## src/rtl/dm_pkg.sv

```systemverilog
// rtl/dm_pkg.sv - access types, FSM states and lane/extension helpers for dm_access_unit
package dm_pkg;

    typedef enum logic [2:0] {
        DM_LD_NONE = 3'd0,
        DM_LB      = 3'd1,
        DM_LH      = 3'd2,
        DM_LW      = 3'd3,
        DM_LBU     = 3'd4,
        DM_LHU     = 3'd5
    } dm_read_e;

    typedef enum logic [1:0] {
        DM_ST_NONE = 2'd0,
        DM_SB      = 2'd1,
        DM_SH      = 2'd2,
        DM_SW      = 2'd3
    } dm_write_e;

    typedef enum logic [1:0] {
        ST_IDLE = 2'd0,
        ST_REQ  = 2'd1,
        ST_RESP = 2'd2,
        ST_DONE = 2'd3
    } dm_state_e;

    // Byte enables for a store; loads (type none) never write.
    function automatic logic [3:0] dm_wstrb(input dm_write_e wt, input logic [1:0] a);
        logic [3:0] s;
        case (wt)
            DM_SB:   s = 4'b0001 << a;
            DM_SH:   s = a[1] ? 4'b1100 : 4'b0011;
            DM_SW:   s = 4'b1111;
            default: s = 4'b0000;
        endcase
        return s;
    endfunction

    // Pick the addressed byte/half out of the bus word and extend it.
    function automatic logic [31:0] dm_load_ext(input dm_read_e rt, input logic [1:0] a,
                                                input logic [31:0] w);
        logic [7:0]  b;
        logic [15:0] h;
        logic [31:0] r;
        case (a)
            2'd0:    b = w[7:0];
            2'd1:    b = w[15:8];
            2'd2:    b = w[23:16];
            default: b = w[31:24];
        endcase
        h = a[1] ? w[31:16] : w[15:0];
        case (rt)
            DM_LB:   r = {{24{b[7]}}, b};
            DM_LH:   r = {{16{h[15]}}, h};
            DM_LW:   r = w;
            DM_LBU:  r = {24'h0, b};
            DM_LHU:  r = {16'h0, h};
            default: r = 32'h0;
        endcase
        return r;
    endfunction

    // Access wider than a byte whose low address bits do not match its size.
    function automatic logic dm_misaligned(input logic [2:0] rt, input logic [1:0] wt,
                                           input logic [1:0] a);
        logic m;
        if (wt != DM_ST_NONE) begin
            m = ((wt == DM_SH) && a[0]) || ((wt == DM_SW) && (a != 2'b00));
        end else begin
            m = (((rt == DM_LH) || (rt == DM_LHU)) && a[0]) ||
                ((rt == DM_LW) && (a != 2'b00));
        end
        return m;
    endfunction

endpackage

```

## src/rtl/dm_lane_align.sv

```systemverilog
// rtl/dm_lane_align.sv - store lane replication and load extract/extend
module dm_lane_align
    import dm_pkg::*;
(
    input  logic [1:0]  st_type,
    input  logic [31:0] st_data,
    output logic [31:0] st_wdata,
    input  logic [2:0]  ld_type,
    input  logic [1:0]  ld_lane,
    input  logic [31:0] ld_word,
    output logic [31:0] ld_data
);

    // Replicate the store operand across every lane it could land in.
    always_comb begin
        st_wdata = 32'h0;
        case (dm_write_e'(st_type))
            DM_SB:   st_wdata = {4{st_data[7:0]}};
            DM_SH:   st_wdata = {2{st_data[15:0]}};
            DM_SW:   st_wdata = st_data;
            default: st_wdata = 32'h0;
        endcase
    end

    // Extract and extend the addressed part of the returned word.
    always_comb begin
        ld_data = dm_load_ext(dm_read_e'(ld_type), ld_lane, ld_word);
    end

endmodule

```

## src/rtl/dm_access_unit.sv

```systemverilog
// rtl/dm_access_unit.sv - MEM-stage load/store bus engine; optional DM_MISALIGN_TRAP_EN
module dm_access_unit
    import dm_pkg::*;
(
    input  logic        clk,
    input  logic        rst,
    input  logic [2:0]  i_DM_read,
    input  logic [1:0]  i_DM_write,
    input  logic [31:0] i_addr,
    input  logic [31:0] i_store_data,
    input  logic        i_wait_WFI,
    output logic        o_wait_DM1,
    output logic [31:0] o_dm_out,
    output logic        o_misaligned,
    output logic        o_dm_req,
    input  logic        i_dm_gnt,
    output logic        o_dm_we,
    output logic [31:0] o_dm_addr,
    output logic [3:0]  o_dm_wstrb,
    output logic [31:0] o_dm_wdata,
    input  logic        i_dm_rvalid,
    input  logic [31:0] i_dm_rdata
);

    dm_state_e   state_q, state_d;
    logic [31:0] addr_q, addr_d;
    logic        we_q, we_d;
    logic [3:0]  wstrb_q, wstrb_d;
    logic [31:0] wdata_q, wdata_d;
    logic [2:0]  rtype_q, rtype_d;
    logic [1:0]  lane_q, lane_d;
    logic [31:0] dm_out_q, dm_out_d;

    logic        is_read, is_write, access_valid, access_mis;
    logic [31:0] st_wdata, ld_data;

    assign is_read      = (i_DM_read >= 3'd1) && (i_DM_read <= 3'd5);
    assign is_write     = (i_DM_write != 2'd0);
    assign access_valid = is_read || is_write;

    dm_lane_align u_lane_align (
        .st_type  (i_DM_write),
        .st_data  (i_store_data),
        .st_wdata (st_wdata),
        .ld_type  (rtype_q),
        .ld_lane  (lane_q),
        .ld_word  (i_dm_rdata),
        .ld_data  (ld_data)
    );

`ifdef DM_MISALIGN_TRAP_EN
    logic mis_q, mis_d;

    assign access_mis   = dm_misaligned(i_DM_read, i_DM_write, i_addr[1:0]);
    assign o_misaligned = mis_q;

    // One-cycle pulse for a trapped access seen in IDLE.
    always_comb begin
        mis_d = (state_q == ST_IDLE) && access_valid && access_mis;
    end

    // Misalignment pulse register.
    always_ff @(posedge clk or negedge rst) begin
        if (!rst) mis_q <= 1'b0;
        else      mis_q <= mis_d;
    end
`else
    assign access_mis   = 1'b0;
    assign o_misaligned = 1'b0;
`endif

    // Next state, latched bus fields and the combinational stall request.
    always_comb begin
        state_d    = state_q;
        addr_d     = addr_q;
        we_d       = we_q;
        wstrb_d    = wstrb_q;
        wdata_d    = wdata_q;
        rtype_d    = rtype_q;
        lane_d     = lane_q;
        dm_out_d   = dm_out_q;
        o_wait_DM1 = 1'b0;
        case (state_q)
            ST_IDLE: begin
                if (access_valid && !access_mis) begin
                    o_wait_DM1 = 1'b1;
                    addr_d     = {i_addr[31:2], 2'b00};
                    we_d       = is_write;
                    wstrb_d    = dm_wstrb(dm_write_e'(i_DM_write), i_addr[1:0]);
                    wdata_d    = st_wdata;
                    rtype_d    = is_write ? 3'd0 : i_DM_read;
                    lane_d     = i_addr[1:0];
                    state_d    = ST_REQ;
                end
            end
            ST_REQ: begin
                o_wait_DM1 = 1'b1;
                if (i_dm_gnt) state_d = ST_RESP;
            end
            ST_RESP: begin
                o_wait_DM1 = 1'b1;
                if (i_dm_rvalid) begin
                    if (!we_q) dm_out_d = ld_data;
                    state_d = ST_DONE;
                end
            end
            default: begin
                // The instruction is still at the inputs here, so they are ignored.
                if (!i_wait_WFI) state_d = ST_IDLE;
            end
        endcase
    end

    // State and datapath registers; reset aborts any transaction in flight.
    always_ff @(posedge clk or negedge rst) begin
        if (!rst) begin
            state_q  <= ST_IDLE;
            addr_q   <= 32'h0;
            we_q     <= 1'b0;
            wstrb_q  <= 4'h0;
            wdata_q  <= 32'h0;
            rtype_q  <= 3'd0;
            lane_q   <= 2'd0;
            dm_out_q <= 32'h0;
        end else begin
            state_q  <= state_d;
            addr_q   <= addr_d;
            we_q     <= we_d;
            wstrb_q  <= wstrb_d;
            wdata_q  <= wdata_d;
            rtype_q  <= rtype_d;
            lane_q   <= lane_d;
            dm_out_q <= dm_out_d;
        end
    end

    assign o_dm_req   = (state_q == ST_REQ);
    assign o_dm_we    = we_q;
    assign o_dm_addr  = addr_q;
    assign o_dm_wstrb = wstrb_q;
    assign o_dm_wdata = wdata_q;
    assign o_dm_out   = dm_out_q;

endmodule
```

## config.mk

```make
export PLATFORM = sky130hd
export DESIGN_NAME = dm_access_unit
export DESIGN_NICKNAME = d
export VERILOG_FILES = /design/src/rtl/dm_pkg.sv /design/src/rtl/dm_lane_align.sv /design/src/rtl/dm_access_unit.sv
export SDC_FILE = /design/constraint.sdc
export NUM_CORES = 1
export LEC_CHECK = 0
export CAP_MARGIN = 20
export CELL_PAD_IN_SITES_DETAIL_PLACEMENT = 2
export CELL_PAD_IN_SITES_GLOBAL_PLACEMENT = 2
export CORE_MARGIN = 3
export CORE_UTILIZATION = 27
export DETAILED_ROUTE_END_ITERATION = 7
export GPL_TIMING_DRIVEN = 0
export PLACE_DENSITY = 0.78
export SLEW_MARGIN = 20
export SYNTH_ARGS = -nofsm -noshare
export SYNTH_HDL_FRONTEND = slang
export SYNTH_SLANG_ARGS = --single-unit
```

## constraint.sdc

```tcl
create_clock -name clk -period 3.35 [get_ports clk]
set_input_delay 1.005 -clock clk [delete_from_list [all_inputs] [get_ports clk]]
set_output_delay 1.005 -clock clk [all_outputs]
set_load 0.02 [all_outputs]
```

* Word level (Yosys, flattened, before mapping)
Cells that the tools add are included.
** Cells by class
- Equal/unequal tests :: 16
- Mux-type cells :: 14
- Magnitude comparators :: 2
- Reductions and logical operators :: 9
- Shift-type cells :: 1
- Bitwise operators :: 1
** Operator list (number)
- case mux 32 bit (5 select lines) :: 1
- case mux 32 bit (3 select lines) :: 1
- case mux 8 bit (3 select lines) :: 1
- 2-to-1 mux 16 bit :: 1
- case mux 4 bit (3 select lines) :: 1
- equality test 2 bit, second input constant :: 4
- 2-to-1 mux 2 bit :: 4
- equality test 2 x 1 -> 1 bit, second input constant :: 3
- equality test 3 x 2 -> 1 bit, second input constant :: 2
- equality test 3 bit, second input constant :: 2
- case mux 2 bit (3 select lines) :: 1
- logical NOT 2 bit :: 2
- 2-to-1 mux 4 bit :: 1
- != test 2 bit, second input constant :: 2
- != test 4 x 1 -> 1 bit, second input constant :: 1
- AND reduction 4 bit :: 1
- left shift 1 x 2 -> 4 bit, first input constant :: 1
- equality test 3 x 1 -> 1 bit, second input constant :: 1
- greater-or-equal comparator 3 x 1 -> 1 bit, second input constant :: 1
- less-or-equal comparator 3 bit, second input constant :: 1
- 2-to-1 mux 3 bit :: 1
- AND reduction 3 bit :: 1
- != test 2 x 1 -> 1 bit, second input constant :: 1
- case mux 1 bit (2 select lines) :: 1
- 7 further kinds :: 7
** Storage, ports and cells
- Register bits :: 106
- Output and inout port bits :: 104
- Bits of input ports :: 106
- Logic and storage cells :: 51

* Depth between registers and ports, before layout
Gate-level depths: netlist (run 1).
- Depth after elaboration :: 5
- Depth in mapped cells :: 7
- Depth with buffers taken out :: 6

* Hierarchy
A second synthesis (run 1) with hierarchy kept.
** Second synthesis, totals
- Cells, all modules :: 410
- Area, all modules :: 5387.7 µm²
** By module, submodules not included
- dm_access_unit :: sequential area each 2652.5 µm², area an instance 4149.0 µm², cells an instance 269, instances 1
- dm_lane_align :: sequential area each 0.0 µm², area an instance 1238.7 µm², cells an instance 141, instances 1

* Worst setup path after synthesis (run 1)
OpenSTA, ideal clock, no wires.
- Path type :: in2out
- Start point :: input i_DM_read[2]
- End point :: output o_wait_DM1
- Path buffers :: 1
- Slack :: 0.245 ns
- Arrival :: 2.100 ns
- Data required time :: 2.345 ns
- Stages on the path :: 5
- Cell sequence :: and2_1 -> o21ai_2 -> nand2_1 -> buf_2 -> a21oi_1
** On the way
- Cells in the longest elaborated chain, start to end :: 5
- Elaborated cells on any way between the ends :: 6
- Those cells by class :: order compare (2); mux (2); reduce/logical (2)
** Ends and longest elaborated chain
- start, declared :: RTL line dm_access_unit.sv:7 : input logic [2:0] i_DM_read,
- greater-or-equal comparator 3 x 1 -> 1 bit or less-or-equal comparator 3 bit (tied branches) :: RTL line dm_access_unit.sv:37 : assign is_read = (i_DM_read >= 3'd1) && (i_DM_read <= 3'd5);
- logical AND 1 bit (*) :: RTL line dm_access_unit.sv:37
- logical OR 1 bit (*) :: RTL line dm_access_unit.sv:39 : assign access_valid = is_read || is_write;
- 2-to-1 mux 1 bit (*) :: RTL line dm_access_unit.sv:85 : if (access_valid && !access_mis) begin
- case mux 1 bit (2 select lines) (*) :: RTL line dm_access_unit.sv:83 : case (state_q)
- end, declared :: RTL line dm_access_unit.sv:12 : output logic o_wait_DM1,
Mark *: on every way between the ends. The rest lies on a longest branch, timed or not.

* Worst setup path after layout (run 1)
- Start point :: input i_DM_read[0]
- End point :: output o_wait_DM1
Same word-level chain as after synthesis.

==> impl_metrics.yaml, run 1 <==
floorplanning:
  die_x_um: 153
  die-area_um2: 23300
  core_area_um2: 21100
  initial_utilization_pct: 27.5
  boundaryPins: 210
  dieHeight_um: 153
  std_cell_rows: 53
setup_path:
  startpoint: "i_DM_read[0]"
  cp-start-kind: "primary input"
  critPathRequiredTime_ns: 2.34
  critical_path_class: "primary input to primary output"
  cp-end-kind: "primary output"
  cp_max_fo: 2
  reg2reg_slack_ns: 0.72
  r2r_cells: 7
  worstPathArrival_ns: 2.28
  cp-endpoint: "o_wait_DM1"
  rr_startpoint: "state_q[0]$_DFFE_PN0P_"
  r2r_end: "o_dm_out[29]$_DFFE_PN0P_"
timing:
  max_freq_mhz: 305
  worstMarginPinSlew_ns: 0.748
  fin_crit_ns: 3.28
  rsz0062_at_grt: "no"
  skew_ns: 0.0191
  slew_violations: 0
  setup_viol: 0
  finalSetupTns_ns: 0
  finalHoldViolations: 0
  period_share_pct: 98.0
  slew_headroom_pct: 49.7
cells_and_area:
  layout_commonest_cell: "clkdlybuf4s50_1"
  fin_cells: 1092
  fin_nets: 921
  utilization_pct: 40.9
  final_cell_mix: "clkdlybuf4s50_1 (200), dfrtp_1 (106), nand2_1 (91)"
  layout-drive-gt1-share_pct: 13.7
  area_growth_syn_to_layout_pct: 48.5
  regArea_um2: 2650
  multi_input_area_um2: 2910
  num-fill-cells: 2272
pwr:
  leakagePower_uw: 0.00351
  vdd_drop_max_v: 0.000381
  power_frac_seq_pct: 27.4
  p_sw_uw: 3520
  powerDensity_nw_per_um2: 944
  power_frac_comb_pct: 58.9
  pwr-share-clk_pct: 13.6
  power_switching_share_pct: 43.2
  internal_power_uw: 4620
logic_synthesis:
  synth_area_per_cell_um2: 9.88
  netlist_instances: 588
  synthArstFlopShare_pct: 100
  synth_top_area_cell: "dfrtp_1"
  seq_area_frac_synth_pct: 45.7
  synth-main-ff-cell: "dfrtp_1"
  ys_seq_elements: 106
  yosys_warnings: 0
  synth_edf_count: 0
  synth.top_cell.area_share_pct: 45.7
  synth_area_leaders: "dfrtp_1 (46%), mux2_2 (9.5%), nand2_1 (5.9%)"
  synth_cell_types: 39
  syn_area_um2: 5810
routing:
  drc: 0
  dr.pass1.iters: 4
  vias: 5617
  wirelength_mm: 23.8
  initialDrtViolationCount: 193
  routedWlPerCell_um: 21.8
  ant_nets: 0
  viasPerCell: 5.14
place:
  hpwlAfterDp_mm: 18.6
  portBuffers: 205
  place.gp.congestion: 0.854
  dp_cells: 1071
grt:
  grt_start_max_net_pins: 60
  grt.total_usage_pct: 20.0
  overflow: 0
  antenna_found_initial: 0
  grt_pass1_vias: 6438
  grt_pass1_wl_mm: 37.2
status:
  status: "complete, no violations"
cts:
  hold_buffers: 0
  numCtsBuffers: 9
  clk_latency_ns: 0.36
  clk_root_buffer_cell: "clkbuf_16"
  cts_buffer_depth: 2
  clk_pin_slew_ns: 0.08
  cts_tree: "yes"
  htree_levels: 3
  clock-sinks: 106
flow_run:
  maxCapViolCount: 0
hold_path:
  holdCritPathClass: "register to register"
## sequential cells by signal (all words and copies together) (netlist names)
register    cells
lane_q          2
o_dm_wstrb      4
o_dm_we         1
state_q         2
o_dm_addr      30
o_dm_wdata     32
o_dm_out       32
rtype_q         3
## synthesized netlist by cell type (9+ instances only)
library cell,instances
dfrtp_1,106
nand2_1,92
a21oi_1,52
mux2_2,49
o21ai_0,47
clkbuf_1,29
mux2i_1,21
a22o_1,19
buf_2,14
nor2_1,14
o21ai_1,13
nor2b_1,12
nand2b_1,11
nand3b_1,11
inv_1,10
nand3_1,9
## worst min path at each step
stage | end | slack, ns | depth (start not counted) | startpoint
2_1_floorplan | state_q[0]$_DFFE_PN0P_ | 0.53 | 1 | state_q[0]$_DFFE_PN0P_
3_3_place_gp | o_dm_out[1]$_DFFE_PN0P_ | 0.47 | 2 | o_dm_out[1]$_DFFE_PN0P_
3_5_place_dp | o_dm_out[3]$_DFFE_PN0P_ | 0.47 | 2 | o_dm_out[3]$_DFFE_PN0P_
4_1_cts | o_dm_out[3]$_DFFE_PN0P_ | 0.49 | 2 | o_dm_out[3]$_DFFE_PN0P_
5_1_grt | o_dm_out[5]$_DFFE_PN0P_ | 0.52 | 2 | o_dm_out[5]$_DFFE_PN0P_
6_report | o_dm_out[3]$_DFFE_PN0P_ | 0.48 | 2 | o_dm_out[3]$_DFFE_PN0P_
## repair_timing
action                                  CTS  global route
buffers inserted                          4             0
pin swaps                                 1             0
endpoints found under the setup margin    1             2
gates resized for setup                  19             1
gates cloned                              0             0
## cells by family (layout without fill, tap and decap cells)
group | after synthesis | count (layout) | synth area share (%)
other cells | 1 | 4 | 0.0646
fa+ha+maj | 4 | 4 | 0.862
compound gates | 172 | 172 | 18.7
mux | 78 | 78 | 16.3
simple gates | 163 | 163 | 13.2
flops | 106 | 106 | 45.7
buf+inv | 63 | 289 | 5.09
xor+xnor | 1 | 1 | 0.151
## metal layers
| metal | share of wire [%] | wire (um) | track usage (%) | vias to the layer above |
|---|---|---|---|---|
| met3 | 7.8 | 1860 | 6.79 | 32 |
| met2 | 49 | 11500 | 34.6 | 207 |
| met5 | 0 | 0 | 0 | - |
| li1 | - | - | - | 2540 |
| met4 | 2.3 | 551 | 5.77 | 0 |
| met1 | 41 | 9850 | 23.7 | 2838 |
## area by class of cell
| type | instances | area share, % |
|---|---|---|
| Buffer | 53 | 3.11 |
| Timing Repair Buffer | 210 | 24.4 |
| Multi-Input combinational cell | 421 | 33.7 |
| Tap cell | 275 | 3.99 |
| Clock buffer | 9 | 2.61 |
| Sequential cell | 106 | 30.8 |
| Antenna cell | 1 | 0.0290 |
| Inverter | 10 | 0.435 |
| Clock inverter | 7 | 0.929 |
## power groups by stage
stage | sequential (uW) | clock (uW) | combinational, uW
3_5_place_dp | 2250 | 0 | 4760
5_1_grt | 2320 | 1190 | 5170
3_3_place_gp | 2210 | 0 | 4590
4_1_cts | 2240 | 1150 | 4850
2_1_floorplan | 2860 | 0 | 2020
6_report | 2230 | 1110 | 4800
## worst max-delay path, cell delays in order
cell and delay (ns):
clkdlybuf4s50_1 0.51, nor3_2 0.08, o21ai_4 0.17, nand2_4 0.08
buf_8 0.15, a21oi_2 0.13, buf_4 0.15
## stage by stage
stage          hold WS [ns]  worst slack [ns]  total power (uW)  instance area (um2)
4_1_cts               0.491            0.0288              8240                 8610
6_report              0.481            0.0666              8140                 8620
5_1_grt               0.518           0.00829              8680                 8620
3_3_place_gp          0.469             -2.99              6810                 8210
3_5_place_dp          0.473             -1.23              7020                 8240
2_1_floorplan         0.531             0.245              4880                 5810
(Power assumes the default switching activity.)
==> run 2, diff against run 1 <==
TNS_END_PERCENT = 10   (was unset)
==> results of run 2 <==
Same layout as run 1: the final DEF is identical, and so are final timing and power.
